==> src/rtl/div_issue_ctrl.sv <==
// div_issue_ctrl: issues DIV/REM ops to a multi-cycle divider, stalls the pipe, writes back, caches the last result
//   ex_*        : EX-stage instruction (req = ex_valid & ex_is_div), flush kills it
//   pipe_stall  : hold front of pipeline while a divide is pending
//   wb_*        : one-cycle writeback strobe with register, data and timeout flag
//   err_timeout : sticky, set when the divider never answers within TIMEOUT cycles
//   div_*       : start pulse / registered operands out, busy / done / result in
module div_issue_ctrl #(
  parameter int WIDTH   = 32,
  parameter int REGW    = 5,
  parameter int TIMEOUT = 64
) (
  input  logic             clk,
  input  logic             rst,
  input  logic             ex_valid,
  input  logic             ex_is_div,
  input  logic [1:0]       ex_op,
  input  logic [WIDTH-1:0] ex_a,
  input  logic [WIDTH-1:0] ex_b,
  input  logic [REGW-1:0]  ex_rd,
  input  logic             flush,
  output logic             pipe_stall,
  output logic             wb_valid,
  output logic [REGW-1:0]  wb_rd,
  output logic [WIDTH-1:0] wb_data,
  output logic             wb_err,
  output logic             err_timeout,
  output logic             div_start,
  output logic [1:0]       div_op,
  output logic [WIDTH-1:0] div_a,
  output logic [WIDTH-1:0] div_b,
  input  logic             div_busy,
  input  logic             div_done,
  input  logic [WIDTH-1:0] div_result
);
  localparam int CW = $clog2(TIMEOUT) + 1;
  localparam logic [CW-1:0] LAST = CW'(TIMEOUT - 1);
  typedef enum logic [2:0] {IDLE, ISSUE, WAIT, DRAIN, WB} state_t;
  state_t state_q, state_d;
  logic [CW-1:0] cnt_q, cnt_d;
  logic [REGW-1:0] rd_q, rd_d, wb_rd_q, wb_rd_d;
  logic [WIDTH-1:0] wb_data_q, wb_data_d, a_q, a_d, b_q, b_d;
  logic [WIDTH-1:0] ca_q, ca_d, cb_q, cb_d, cr_q, cr_d;
  logic [1:0] op_q, op_d, cop_q, cop_d;
  logic wb_err_q, wb_err_d, err_q, err_d, cv_q, cv_d;
  logic req, hit;
  assign req = ex_valid & ex_is_div;
  assign hit = cv_q & (cop_q == ex_op) & (ca_q == ex_a) & (cb_q == ex_b);
  assign wb_rd = wb_rd_q;
  assign wb_data = wb_data_q;
  assign wb_err = wb_err_q;
  assign err_timeout = err_q;
  assign div_op = op_q;
  assign div_a = a_q;
  assign div_b = b_q;
  always_comb begin
    state_d = state_q;
    cnt_d = cnt_q;
    rd_d = rd_q;
    wb_rd_d = wb_rd_q;
    wb_data_d = wb_data_q;
    a_d = a_q;
    b_d = b_q;
    op_d = op_q;
    wb_err_d = wb_err_q;
    err_d = err_q;
    cv_d = cv_q;
    cop_d = cop_q;
    ca_d = ca_q;
    cb_d = cb_q;
    cr_d = cr_q;
    pipe_stall = 1'b0;
    wb_valid = 1'b0;
    div_start = 1'b0;
    case (state_q)
      IDLE: begin
        pipe_stall = req & !flush;
        if (req & !flush) begin
          op_d = ex_op;
          a_d = ex_a;
          b_d = ex_b;
          rd_d = ex_rd;
          state_d = hit ? WB : ISSUE;
          if (hit) begin
            wb_data_d = cr_q;
            wb_rd_d = ex_rd;
            wb_err_d = 1'b0;
          end
        end
      end
      ISSUE: begin
        pipe_stall = !flush;
        div_start = !div_busy & !flush;
        if (flush) state_d = IDLE;
        else if (!div_busy) begin
          state_d = WAIT;
          cnt_d = '0;
        end
      end
      WAIT: begin
        pipe_stall = !flush;
        if (div_done) begin
          state_d = flush ? IDLE : WB;
          if (!flush) begin
            wb_data_d = div_result;
            wb_rd_d = rd_q;
            wb_err_d = 1'b0;
            cv_d = 1'b1;
            cop_d = op_q;
            ca_d = a_q;
            cb_d = b_q;
            cr_d = div_result;
          end
        end else if (flush) state_d = DRAIN;
        else if (cnt_q == LAST) begin
          state_d = WB;
          err_d = 1'b1;
          wb_err_d = 1'b1;
          wb_data_d = '1;
          wb_rd_d = rd_q;
          cv_d = 1'b0;
        end else cnt_d = (&cnt_q) ? cnt_q : cnt_q + 1'b1;
      end
      DRAIN: begin
        pipe_stall = req & !flush;
        if (div_done) state_d = IDLE;
      end
      WB: begin
        wb_valid = !flush;
        state_d = IDLE;
      end
      default: state_d = IDLE;
    endcase
    if (rst) begin
      pipe_stall = 1'b0;
      wb_valid = 1'b0;
      div_start = 1'b0;
    end
  end
  always_ff @(posedge clk) begin
    if (rst) begin
      state_q <= IDLE;
      cnt_q <= '0;
      rd_q <= '0;
      wb_rd_q <= '0;
      wb_data_q <= '0;
      a_q <= '0;
      b_q <= '0;
      op_q <= '0;
      wb_err_q <= 1'b0;
      err_q <= 1'b0;
      cv_q <= 1'b0;
      cop_q <= '0;
      ca_q <= '0;
      cb_q <= '0;
      cr_q <= '0;
    end else begin
      state_q <= state_d;
      cnt_q <= cnt_d;
      rd_q <= rd_d;
      wb_rd_q <= wb_rd_d;
      wb_data_q <= wb_data_d;
      a_q <= a_d;
      b_q <= b_d;
      op_q <= op_d;
      wb_err_q <= wb_err_d;
      err_q <= err_d;
      cv_q <= cv_d;
      cop_q <= cop_d;
      ca_q <= ca_d;
      cb_q <= cb_d;
      cr_q <= cr_d;
    end
  end
endmodule

==> config.mk <==
export PLATFORM = sky130hd
export DESIGN_NAME = div_issue_ctrl
export DESIGN_NICKNAME = d
export VERILOG_FILES = /design/src/rtl/div_issue_ctrl.sv
export SDC_FILE = /design/constraint.sdc
export NUM_CORES = 1
export LEC_CHECK = 0
export BUFFER_PORTS_ARGS = -buffer_cell sky130_fd_sc_hd__buf_2
export CORE_UTILIZATION = 59
export CTS_CLUSTER_SIZE = 16
export DETAILED_ROUTE_END_ITERATION = 10
export GPL_TIMING_DRIVEN = 0
export PLACE_DENSITY_LB_ADDON = 0.05
export SLEW_MARGIN = 20
export SYNTH_ARGS = -nofsm -noshare
export SYNTH_HDL_FRONTEND = slang
export SYNTH_SLANG_ARGS = --single-unit
==> constraint.sdc <==
create_clock -name clk -period 5.8 [get_ports clk]
set_clock_uncertainty 0.1 [all_clocks]
set_input_delay 1.16 -clock clk [delete_from_list [all_inputs] [get_ports clk]]
set_output_delay 1.16 -clock clk [all_outputs]
set_load 0.01 [all_outputs]
# Word level (Yosys, flattened, before mapping)
# Index checks and enable logic that the tools add are counted.
[totals]
regBits = 219
in_bits = 110
out_inout_bits = 108
word_cells = 108
[classes]
add_sub_neg = 1
eq_ne = 20
muxes = 48
bitwise_logic = 8
reduce_logical = 16
[op_table]
columns = ["cell", "count"]
rows = [
  ["two-way mux 32 bit", 6],
  ["equality test 32 bit", 2],
  ["one-hot mux 32 bit (2 select lines)", 1],
  ["two-way mux 7 bit", 6],
  ["two-way mux 5 bit", 6],
  ["two-way mux 3 bit", 9],
  ["inequality test 2 bit (second input constant)", 9],
  ["two-way mux 1 bit", 15],
  ["one-hot mux 7 bit (2 select lines)", 1],
  ["AND reduction 7 bit", 2],
  ["one-hot mux 3 bit (4 select lines)", 1],
  ["one-hot mux 5 bit (2 select lines)", 1],
  ["AND reduction 4 bit", 2],
  ["adder 7 x 1 -> 7 bit (second input constant)", 1],
  ["equality test 7 x 6 -> 1 bit (second input constant)", 1],
  ["bitwise AND 1 bit", 6],
  ["equality test 3 x 2 -> 1 bit (second input constant)", 2],
  ["inequality test 3 bit (second input constant)", 2],
  ["AND reduction 3 bit", 2],
  ["nonzero test 2 bit", 3],
  ["AND reduction 5 bit", 1],
  ["inequality test 4 bit (second input constant)", 1],
  ["one-hot mux 1 bit (2 select lines)", 2],
  ["OR reduction 2 bit", 2],
  ["other kinds (7)", 9],
]

# Longest topological paths before layout
# Gate-level depths: netlist of run 1.
[depth]
ltp_word = 7
depth_mapped = 11
depth_no_buf = 7

# Least setup slack after synthesis of run 1
# OpenSTA, ideal clock, no wires.
[synth_path]
kind = "input-to-output"
start = "in rst"
end = "out div_start"
arrival_ps = 2305
required_time_ps = 4540
slack_ps = 2235
cell_stages = 5
path_buffers = 4
path_cell_list = "clkbuf_1 -> clkbuf_1 -> clkbuf_1 -> buf_1 -> nor2_1"
[synth_via]
elab_chain_len = 1
[synth_rtl]
columns = ["element", "line", "source"]
rows = [
  ["start, declared", "13", "input logic rst,"],
  ["two-way mux 1 bit", "133", "if (rst) begin"],
  ["end, declared", "27", "output logic div_start,"],
]
# No other way between the ends.

# Worst setup path in the final report of run 1
# Same ends and word-level chain as after synthesis.

==> key figures, run 1 <==
Logic synthesis
  – Syn nets: 1469
  – Yosys Warn Count: 0
  – Post-synth EDFFs: 0
  – Cells after Synth: 1358
  – Ys async rst share: 0
  – Seq/Total Area, Yosys: 0.418
  – Netlist cell types: 49
  – Mapped Avg Cell Area: 7.72 um2
  – Most used DFF post-synth: dfxtp_1
  – Syn Std Cell Area: 10500 um2
  – Yosys reg bits: 219

Clock tree
  – Post-CTS setup repair buffer count: 0
  – Clk Latency, worst-skew pair: 520 ps
  – Post-CTS resize count: 0
  – Sink Count: 219
  – Post-CTS Hold Fix Bufs: 0
  – CTS tree: yes
  – Clock buffer depth: 3
  – Num CTS Buffers: 24
  – H-tree levels: 1
  – Clk slew on worst S/H paths: 60 ps
  – Root Buffer: clkbuf_16

Pwr
  – Peak VDD IR: 0.000265 V
  – Tot Pwr: 4.70 mW
  – Leak pwr: 4.91 nW
  – P per Cell Area: 370 nW/um2

Global route
  – Pin count of the biggest net entering global routing: 14
  – Initial antenna violation count: 3
  – Vias in the first global route: 9668
  – Final global-route overflow total: 0
  – First-pass GRT wire length: 49800 um
  – Global Route Usage Sum: 0.343

Worst setup path
  – Crit path launch type: input pin
  – Crit. End Element: primary output
  – CP Max Fanout: 10
  – CP dominant cell by count: clkbuf_1
  – Reg2Reg Depth: 7
  – Reg2Reg Setup Slack: 2440 ps
  – Slowest stage delay, CP: 480 ps
  – CP top delay family: buffers and inverters
  – RR Endpoint: wb_data[10]
  – FF-to-FF Start: cb_q[1]
  – Setup CP Type: in -> out
  – Sequence of cells on the critical path: clkbuf_1, clkbuf_1, clkbuf_1, buf_1, nor2_1, buf_2
  – WP data arrival: 3160 ps
  – Buffers and inverters on the worst path: 5
  – CP max stage cell: buf_1
  – Critical Path RT: 4540 ps

Route
  – Vias post-DR: 10621
  – DRT antenna net count: 0
  – Final WL: 31800 um
  – Vias per cell: 5.76
  – DRT iter0 DRCs: 1024
  – WL/cell: 17.3 um
  – Remaining DRCs: 0
  – First-pass DRT Iterations: 5

STA
  – Least-Margin Pin Slew: 1000 ps
  – Ratio of final minimum period to clock period: 0.762
  – RSZ-0062 raised after global routing: no
  – Max Freq: 0.226 GHz
  – Final hold violations: 0
  – Max-slew violations: 0
  – Final setup fails: 0
  – Crit path time final: 4420 ps
  – Worst slew margin: 0.328
  – Final TNS setup: 0 ps

Floorplan
  – Die Wd: 135 um
  – Core ar.: 17300 um2
  – Number of placement rows: 48
  – Die area: 18300 um2
  – Starting Density: 0.606
  – I/O pin count: 218
  – Die Span Y: 135 um

Cells and area
  – Area Growth Syn to Fin: 21.3%
  – Fraction of layout cells with a size suffix above 1: 0.241
  – Net count, final: 1711
  – Fin cells: 1843

Hold path
  – HP Start: rd_q[3]
  – Worst min-delay path category: reg -> reg
  – Hold endpoint: rd_q[3]
  – Hold Path Stages: 2

Placed design
  – GPL Wtd Cong: 0.904
  – Placed cell count: 1799
  – IO Port Bufs: 216
  – HPWL after detailed placement: 23000 um

Flow run
  – Max-cap violations: 0

Outcome
  – Status: finished, final reports clean
-- cell families (layout without fill, tap and decap cells) --
family | after synthesis | in the layout | synth area share
DFF | 219 | 219 | 0.418
buffers and inverters | 129 | 388 | 0.0542
adders and majority gates | 1 | 1 | 0.00119
and+or+nand+nor | 605 | 605 | 0.263
other | 0 | 1 | 0
muxes | 1 | 1 | 0.000955
xor gates and xnor gates | 56 | 56 | 0.0468
AOI/OAI and AO/OA | 347 | 347 | 0.216
-- area by class of cell --
type	instances	area, um2
multi-input cells	1010	5530
fillers	1395	4580
flip-flops and latches	219	4380
repair buffers	216	1080
clock buffers	34	708
plain buffers	116	519
well taps	225	282
clock inverters	9	156
inverters	13	48.8
diodes	1	2.50
-- stage by stage --
step,worst slack [ps],hold WS [ps],area (um2),util
global route,1270,368,12700,0.735
floorplan,2230,336,10500,-
detailed placement,1410,347,11800,0.685
global placement,1400,341,11800,0.685
finish,1380,353,12700,0.735
CTS,1400,355,12700,0.735
-- report_power, final --
part,switching [mW],total (mW),internal (mW)
combinational,0.701,1.26,0.556
clock,0.625,1.65,1.03
sequential,0.104,1.79,1.69
-- routing by layer --
layer / GRT usage / vias up / wire (um)
met3: 0.0569 / 68 / 2320
met1: 0.430 / 4958 / 12900
li1: - / 5157 / -
met2: 0.590 / 438 / 15400
met4: 0.130 / 0 / 1130
met5: 0 / - / 0
-- cells in the final DEF (no fill, tap or decap), types with 3 or more instances in the layout --
master     synthesis  final
clkbuf_8           0      7
o221a_2           37     37
o211ai_1          10     10
or3_1              6      6
nand2_1          388    388
a2111oi_0          3      3
a21oi_1          214    214
o211ai_2          27     27
nor3_1             6      6
clkbuf_1          83     86
clkinv_2           0      4
nand3_1           40     40
dfxtp_1          219    219
o22ai_1            6      6
nor2_1            12     12
clkbuf_16          0     24
nand4_1           41     41
nor2b_1            9      9
or2_2             37     37
nor4_1            13     13
inv_1             12     12
bufinv_16          0      4
buf_2             19    235
buf_6              6      6
nand2b_1          42     42
xor2_1            54     54
o21ai_0           37     37
buf_1              6      6
-- tightest hold or removal path: stages (launching register included) --
cell and delay [ps]:
dfxtp_1 310, nand2_1 50, a21oi_1 50
-- flip-flops by register name (all words and copies together) (netlist names) --
| signal | flops |
|---|---|
| ca_q | 32 |
| cb_q | 32 |
| cnt_q | 7 |
| cop_q | 2 |
| cr_q | 32 |
| cv_q | 1 |
| div_a | 32 |
| div_b | 32 |
| div_op | 2 |
| err_timeout | 1 |
| rd_q | 5 |
| state_q | 3 |
| wb_data | 32 |
| wb_err | 1 |
| wb_rd | 5 |
-- cell usage after synthesis (2+ instances only) --
cell type / n / area share
a2111oi_0: 3 / 0.0025
a21oi_1: 214 / 0.10
a31oi_1: 2 / 0.0012
a41oi_1: 2 / 0.0017
and2_1: 2 / 0.0012
buf_1: 6 / 0.0021
buf_2: 19 / 0.0091
buf_6: 6 / 0.0064
clkbuf_1: 83 / 0.030
dfxtp_1: 219 / 0.42
inv_1: 12 / 0.0043
nand2_1: 388 / 0.14
nand2b_1: 42 / 0.025
nand3_1: 40 / 0.019
nand4_1: 41 / 0.024
nor2_1: 12 / 0.0043
nor2b_1: 9 / 0.0054
nor3_1: 6 / 0.0029
nor3_2: 2 / 0.0019
nor4_1: 13 / 0.0078
o211ai_1: 10 / 0.0072
o211ai_2: 27 / 0.032
o21ai_0: 37 / 0.018
o221a_2: 37 / 0.040
o22ai_1: 6 / 0.0036
or2_2: 37 / 0.022
or3_1: 6 / 0.0036
or4_1: 2 / 0.0014
xnor2_1: 2 / 0.0017
xor2_1: 54 / 0.045
-- how the worst max path moves through the flow --
stage / slack [ps] / startpoint / end / cells after the start
final: 1380 / rst / div_start / 6
after global routing: 1270 / rst / div_start / 6
after CTS: 1400 / rst / div_start / 6
after detailed placement: 1410 / rst / div_start / 6
after global placement: 1400 / rst / div_start / 6
after floorplan: 2230 / rst / div_start / 5
No activity file was read; power rests on OpenSTA's default activity.
==> run 2: changes to the inputs <==
--- a/config.mk
+++ b/config.mk
@@ -6,7 +6,7 @@
 export NUM_CORES = 1
 export LEC_CHECK = 0
 export BUFFER_PORTS_ARGS = -buffer_cell sky130_fd_sc_hd__buf_2
-export CORE_UTILIZATION = 59
+export CORE_UTILIZATION = 50
 export CTS_CLUSTER_SIZE = 16
 export DETAILED_ROUTE_END_ITERATION = 10
 export GPL_TIMING_DRIVEN = 0
==> constraint.sdc (replaced) <==
create_clock -name clk -period 3.65 [get_ports clk]
set_clock_uncertainty 0.1 [all_clocks]
set_input_delay 0.73 -clock clk [delete_from_list [all_inputs] [get_ports clk]]
set_output_delay 0.73 -clock clk [all_outputs]
set_load 0.01 [all_outputs]
==> key figures, run 2 (synthesized netlist as in run 1, its figures left out) <==
STA
  – Final TNS setup: 0 ps
  – Setup ws final: 206 ps
  – Max-slew violations: 0
  – Max Freq: 0.290 GHz
  – Least-Margin Pin Slew: 892 ps
  – Final hold violations: 0
  – Ratio of final minimum period to clock period: 0.943
  – Final setup fails: 0
  – RSZ-0062 raised after global routing: no
  – Crit path time final: 3440 ps
  – Worst slew margin: 0.402
  – Hold_ws: 340 ps

Worst setup path
  – Reg2Reg Setup Slack: 420 ps
  – Setup CP Type: in -> out
  – Crit. End Element: primary output
  – Reg2Reg Depth: 7
  – Slowest stage delay, CP: 460 ps
  – Crit path launch: rst
  – Crit path launch type: input pin
  – CP max stage cell: clkbuf_1
  – CP dominant cell by count: clkbuf_1
  – CP Max Fanout: 10
  – RR Endpoint: wb_data[20]
  – Sequence of cells on the critical path: clkbuf_1, clkbuf_1, clkbuf_1, clkbuf_2, nor2_1, buf_2
  – Critical Path RT: 2820 ps
  – WP data arrival: 2610 ps
  – FF-to-FF Start: cb_q[27]

Cells and area
  – Net count, final: 1711
  – Area Growth Syn to Fin: 21.4%
  – Most frequent cells in the layout: 388 x nand2_1, 235 x buf_2, 219 x dfxtp_1, 214 x a21oi_1, 88 x clkbuf_1
  – Final Cell Area: 12700 um2
  – Fraction of layout cells with a size suffix above 1: 0.240
  – Final Util: 0.625
  – Commonest non-fill, non-tap cell in the layout: nand2_1
  – Fill count: 1903

Clock tree
  – Clk Latency, worst-skew pair: 540 ps
  – H-tree levels: 1
  – Num CTS Buffers: 24
  – Sink Count: 219
  – CTS tree: yes
  – Root Buffer: clkbuf_16
  – Clk slew on worst S/H paths: 60 ps
  – Post-CTS Hold Fix Bufs: 0
  – Post-CTS setup repair buffer count: 0
  – Clock buffer depth: 3
  – Post-CTS resize count: 0

Global route
  – Pin count of the biggest net entering global routing: 14
  – Final global-route overflow total: 0
  – First-pass GRT wire length: 51800 um
  – Global Route Usage Sum: 0.304
  – Vias in the first global route: 9621
  – Initial antenna violation count: 3

Route
  – Final WL: 33300 um
  – Remaining DRCs: 0
  – Vias post-DR: 10497
  – First-pass DRT Iterations: 5
  – DRT antenna net count: 0
  – WL/cell: 17.6 um
  – DRT iter0 DRCs: 754
  – Vias per cell: 5.56

Placed design
  – DP Area: 11900 um2
  – HPWL after detailed placement: 24700 um
  – Place WS: -85.6 ps
  – GPL Wtd Cong: 0.920
  – IO Port Bufs: 216

Pwr
  – P per Cell Area: 576 nW/um2
  – Leak pwr: 4.89 nW
  – Peak VDD IR: 0.000322 V

Outcome
  – Status: finished, final reports clean

Floorplan
  – Core ar.: 20400 um2
  – Die area: 21600 um2
  – I/O pin count: 218
  – Die Wd: 147 um
  – Starting Density: 0.515
  – Die Span Y: 147 um
  – Number of placement rows: 52

Hold path
  – HP Start: ex_a[13]
  – Hold endpoint: div_a[13]
  – Worst min-delay path category: in -> reg
  – Hold Path Stages: 3

Flow run
  – Max-cap violations: 0
[run 2: report_power, final]
part	leakage (nW)	internal (mW)	total, mW	switching (mW)
Sequential	1.78	2.68	2.83	0.148
Combinational	2.71	0.883	2.00	1.12
Clock	0.401	1.46	2.50	1.04
Total	4.89	5.03	7.33	2.30
[run 2: worst max-delay path, delay by kind of cell]
family	cells	cell delay [ps]
buffers and inverters	5	1750
and+or+nand+nor	1	120
[run 2: worst max-delay path by stage]
stage	end	slack, ps	cells past startpoint
2_1_floorplan	div_start	940	5
3_3_place_gp	wb_data[15]	-130	8
3_5_place_dp	wb_data[20]	-90	8
4_1_cts	div_start	60	6
5_1_grt	div_start	90	6
6_report	div_start	210	6
[run 2: layout make-up]
class	count	area [um2]	area share
flip-flops and latches	219	4380	0.345
inverters	13	48.8	0.00384
diodes	1	2.50	0.000197
clock buffers	34	688	0.0541
multi-input cells	1010	5530	0.435
clock inverters	10	128	0.0100
repair buffers	216	1080	0.0850
well taps	270	338	0.0266
plain buffers	116	520	0.0409
[run 2: through the flow]
step	cells	total power, mW
3_3_place_gp	1844	4.83
3_5_place_dp	1844	4.87
2_1_floorplan	1358	4.20
4_1_cts	1888	7.34
5_1_grt	1888	7.67
6_report	1889	7.33
[run 2: metal layers]
metal  global-route usage  share of wire
met5                    0        0.00069
met4               0.0891          0.027
met3               0.0472          0.069
met2                0.530           0.49
met1                0.388           0.41
==> run 3: changes to the inputs <==
--- a/config.mk
+++ b/config.mk
@@ -5,8 +5,9 @@
 export SDC_FILE = /design/constraint.sdc
 export NUM_CORES = 1
 export LEC_CHECK = 0
-export BUFFER_PORTS_ARGS = -buffer_cell sky130_fd_sc_hd__buf_2
-export CORE_UTILIZATION = 50
+export ABC_AREA = 1
+export BUFFER_PORTS_ARGS = -buffer_cell sky130_fd_sc_hd__buf_4
+export CORE_UTILIZATION = 49
 export CTS_CLUSTER_SIZE = 16
 export DETAILED_ROUTE_END_ITERATION = 10
 export GPL_TIMING_DRIVEN = 0
==> key figures, run 3 <==
Floorplan
  – Die Wd: 140 um
  – Die area: 19600 um2
  – Die Span Y: 140 um
  – Number of placement rows: 50
  – Starting Density: 0.499
  – I/O pin count: 218
  – Core ar.: 18700 um2

Clock tree
  – Clk Latency, worst-skew pair: 500 ps
  – H-tree levels: 1
  – CTS tree: yes
  – Root Buffer: clkbuf_16
  – Sink Count: 219
  – Num CTS Buffers: 23
  – Post-CTS Hold Fix Bufs: 0
  – Post-CTS resize count: 0
  – Clk slew on worst S/H paths: 60 ps
  – Clock buffer depth: 3
  – Post-CTS setup repair buffer count: 0

Worst setup path
  – Crit path launch type: flop
  – Reg2Reg Depth: 8
  – FF-to-FF Start: state_q[0]
  – RR Endpoint: cb_q[1]
  – Critical Path RT: 2820 ps
  – Setup CP Type: reg -> out
  – CP Max Fanout: 10
  – WP data arrival: 2500 ps
  – Reg2Reg Setup Slack: 1400 ps
  – Crit. End Element: primary output

Global route
  – Global Route Usage Sum: 0.275
  – Vias in the first global route: 8494
  – Initial antenna violation count: 0
  – Pin count of the biggest net entering global routing: 14
  – Final global-route overflow total: 0
  – First-pass GRT wire length: 43200 um

Cells and area
  – Net count, final: 1665
  – Ant. Diodes: 0
  – Commonest non-fill, non-tap cell in the layout: o21ai_0
  – Area Growth Syn to Fin: 27.9%
  – Most frequent cells in the layout: 245 x o21ai_0, 219 x nand2_1, 219 x dfxtp_1, 217 x buf_4, 184 x a21oi_1
  – Fill count: 1785
  – Sequential standard cell area: 4380 um2
  – Area of the multi-input gates: 3990 um2
  – Fraction of layout cells with a size suffix above 1: 0.179

Logic synthesis
  – Netlist cell types: 30
  – Count leader, synth: o21ai_0
  – Seq/Total Area, Yosys: 0.470
  – Syn Std Cell Area: 9330 um2
  – Ys async rst share: 0
  – Post-Synth Simple-Gate Area: 0.181
  – Post-synth top cells: 245 x o21ai_0, 219 x dfxtp_1, 219 x nand2_1
  – Main combinational cell family by area after synthesis: compound AO/OA/AOI/OAI gates
  – Proportion of synthesized area in mux cells: 0
  – Post-synth EDFFs: 0
  – Most used DFF post-synth: dfxtp_1
  – Post-Synth Adder-Cell Area: 0.00134
  – Mapped Avg Cell Area: 7.11 um2
  – Xor/xnor share of the synthesized area: 0.0122
  – Yosys reg bits: 219
  – Syn nets: 1423
  – Yosys Warn Count: 0
  – Synth Area in Compound Gates: 0.233
  – Synth top area share: 0.470
  – Area leader, netlist: dfxtp_1
  – Cells after Synth: 1312
  – Area contributors post-synth: dfxtp_1 47%, o21ai_0 13%, a21oi_1 9.9%, nand2_1 8.8%, inv_1 6.1%

STA
  – Final setup fails: 0
  – Crit path time final: 3330 ps
  – Worst slew margin: 0.491
  – Ratio of final minimum period to clock period: 0.912
  – RSZ-0062 raised after global routing: no
  – Max Freq: 0.300 GHz
  – Final TNS setup: 0 ps
  – Final hold violations: 0
  – Least-Margin Pin Slew: 764 ps
  – Max-slew violations: 0
  – Setup ws final: 321 ps

Flow run
  – Max-cap violations: 0

Route
  – First-pass DRT Iterations: 5
  – Vias post-DR: 9254
  – Final WL: 27400 um
  – WL/cell: 15.2 um
  – DRT antenna net count: 0
  – Vias per cell: 5.14
  – Remaining DRCs: 0
  – DRT iter0 DRCs: 523

Hold path
  – Hold endpoint: cr_q[12]
  – Worst min-delay path category: reg -> reg
  – Hold Path Stages: 2
  – HP Start: cr_q[12]

Placed design
  – Place WS: 378 ps
  – IO Port Bufs: 217
  – GPL Wtd Cong: 0.861
  – HPWL after detailed placement: 20000 um

Pwr
  – Peak VDD IR: 0.000410 V
  – P per Cell Area: 481 nW/um2
  – Leak pwr: 5.11 nW

Outcome
  – Status: finished, final reports clean
-- run 3: changes by cell type after synthesis, moves of 13 or more --
cell	change
o21ai_0	+208
nand2_1	-169
inv_1	+140
nor2_1	+99
xor2_1	-53
nand2b_1	-42
o221a_2	-37
or2_2	-34
nand4_1	-31
a21oi_1	-30
o211ai_2	-27
clkbuf_1	-23
nand3_1	+15
nor4_1	-13
-- run 3: worst max-delay path by stage --
stage | startpoint | to | slack, ps | depth (start not counted)
final | state_q[0] | pipe_stall | 320 | 7
after global routing | cnt_q[0] | div_start | 230 | 9
after CTS | state_q[0] | pipe_stall | 330 | 7
after detailed placement | flush | pipe_stall | 380 | 8
after global placement | flush | pipe_stall | 360 | 8
after floorplan | flush | pipe_stall | 1120 | 6
-- run 3: metal layers --
layer | global-route usage | wire length [um] | vias up
met5 | 0 | 0 | -
met4 | 0.0630 | 468 | 0
met3 | 0.0585 | 1850 | 34
met2 | 0.476 | 13100 | 268
met1 | 0.349 | 12000 | 4214
li1 | - | - | 4738
-- run 3: final cells by class --
class,count,share of cell area
buffer,83,0.0313
tap,234,0.0245
inverter,156,0.0492
sequential,219,0.367
multi-input combinational,854,0.334
clock inverter,6,0.00252
clock buffer,32,0.0544
timing repair buffer,217,0.137
-- run 3: worst max-delay path: stages (launching register included) --
cell and delay, ps:
dfxtp_1 430, nor2_1 80, nand2_1 110, nor2_1 60
inv_1 360, clkbuf_1 550, a31oi_1 210, buf_4 180
-- run 3: through the flow --
step           cells  power, mW  utilization  hold WS [ps]  area, um2
2_1_floorplan   1312       3.18            -           322       9330
4_1_cts         1801       5.77        0.638           347      11900
6_report        1801       5.74        0.638           346      11900
3_5_place_dp    1763       3.62        0.602           339      11300
5_1_grt         1801       5.99        0.638           359      11900
3_3_place_gp    1763       3.61        0.602           331      11300
-- run 3: report_power, final --
| part | internal (mW) | total (mW) | switching, mW |
|---|---|---|---|
| combinational | 0.381 | 0.983 | 0.602 |
| clock | 1.23 | 2.16 | 0.931 |
| sequential | 2.51 | 2.60 | 0.0840 |
| total | 4.12 | 5.74 | 1.62 |
-- run 3: cell families (layout without fill, tap and decap cells) --
| group | Yosys count | after routing |
|---|---|---|
| compound gates | 433 | 433 |
| xor+xnor | 13 | 13 |
| fa+ha+maj | 1 | 1 |
| buf+inv | 239 | 494 |
| flops | 219 | 219 |
| simple gates | 407 | 407 |
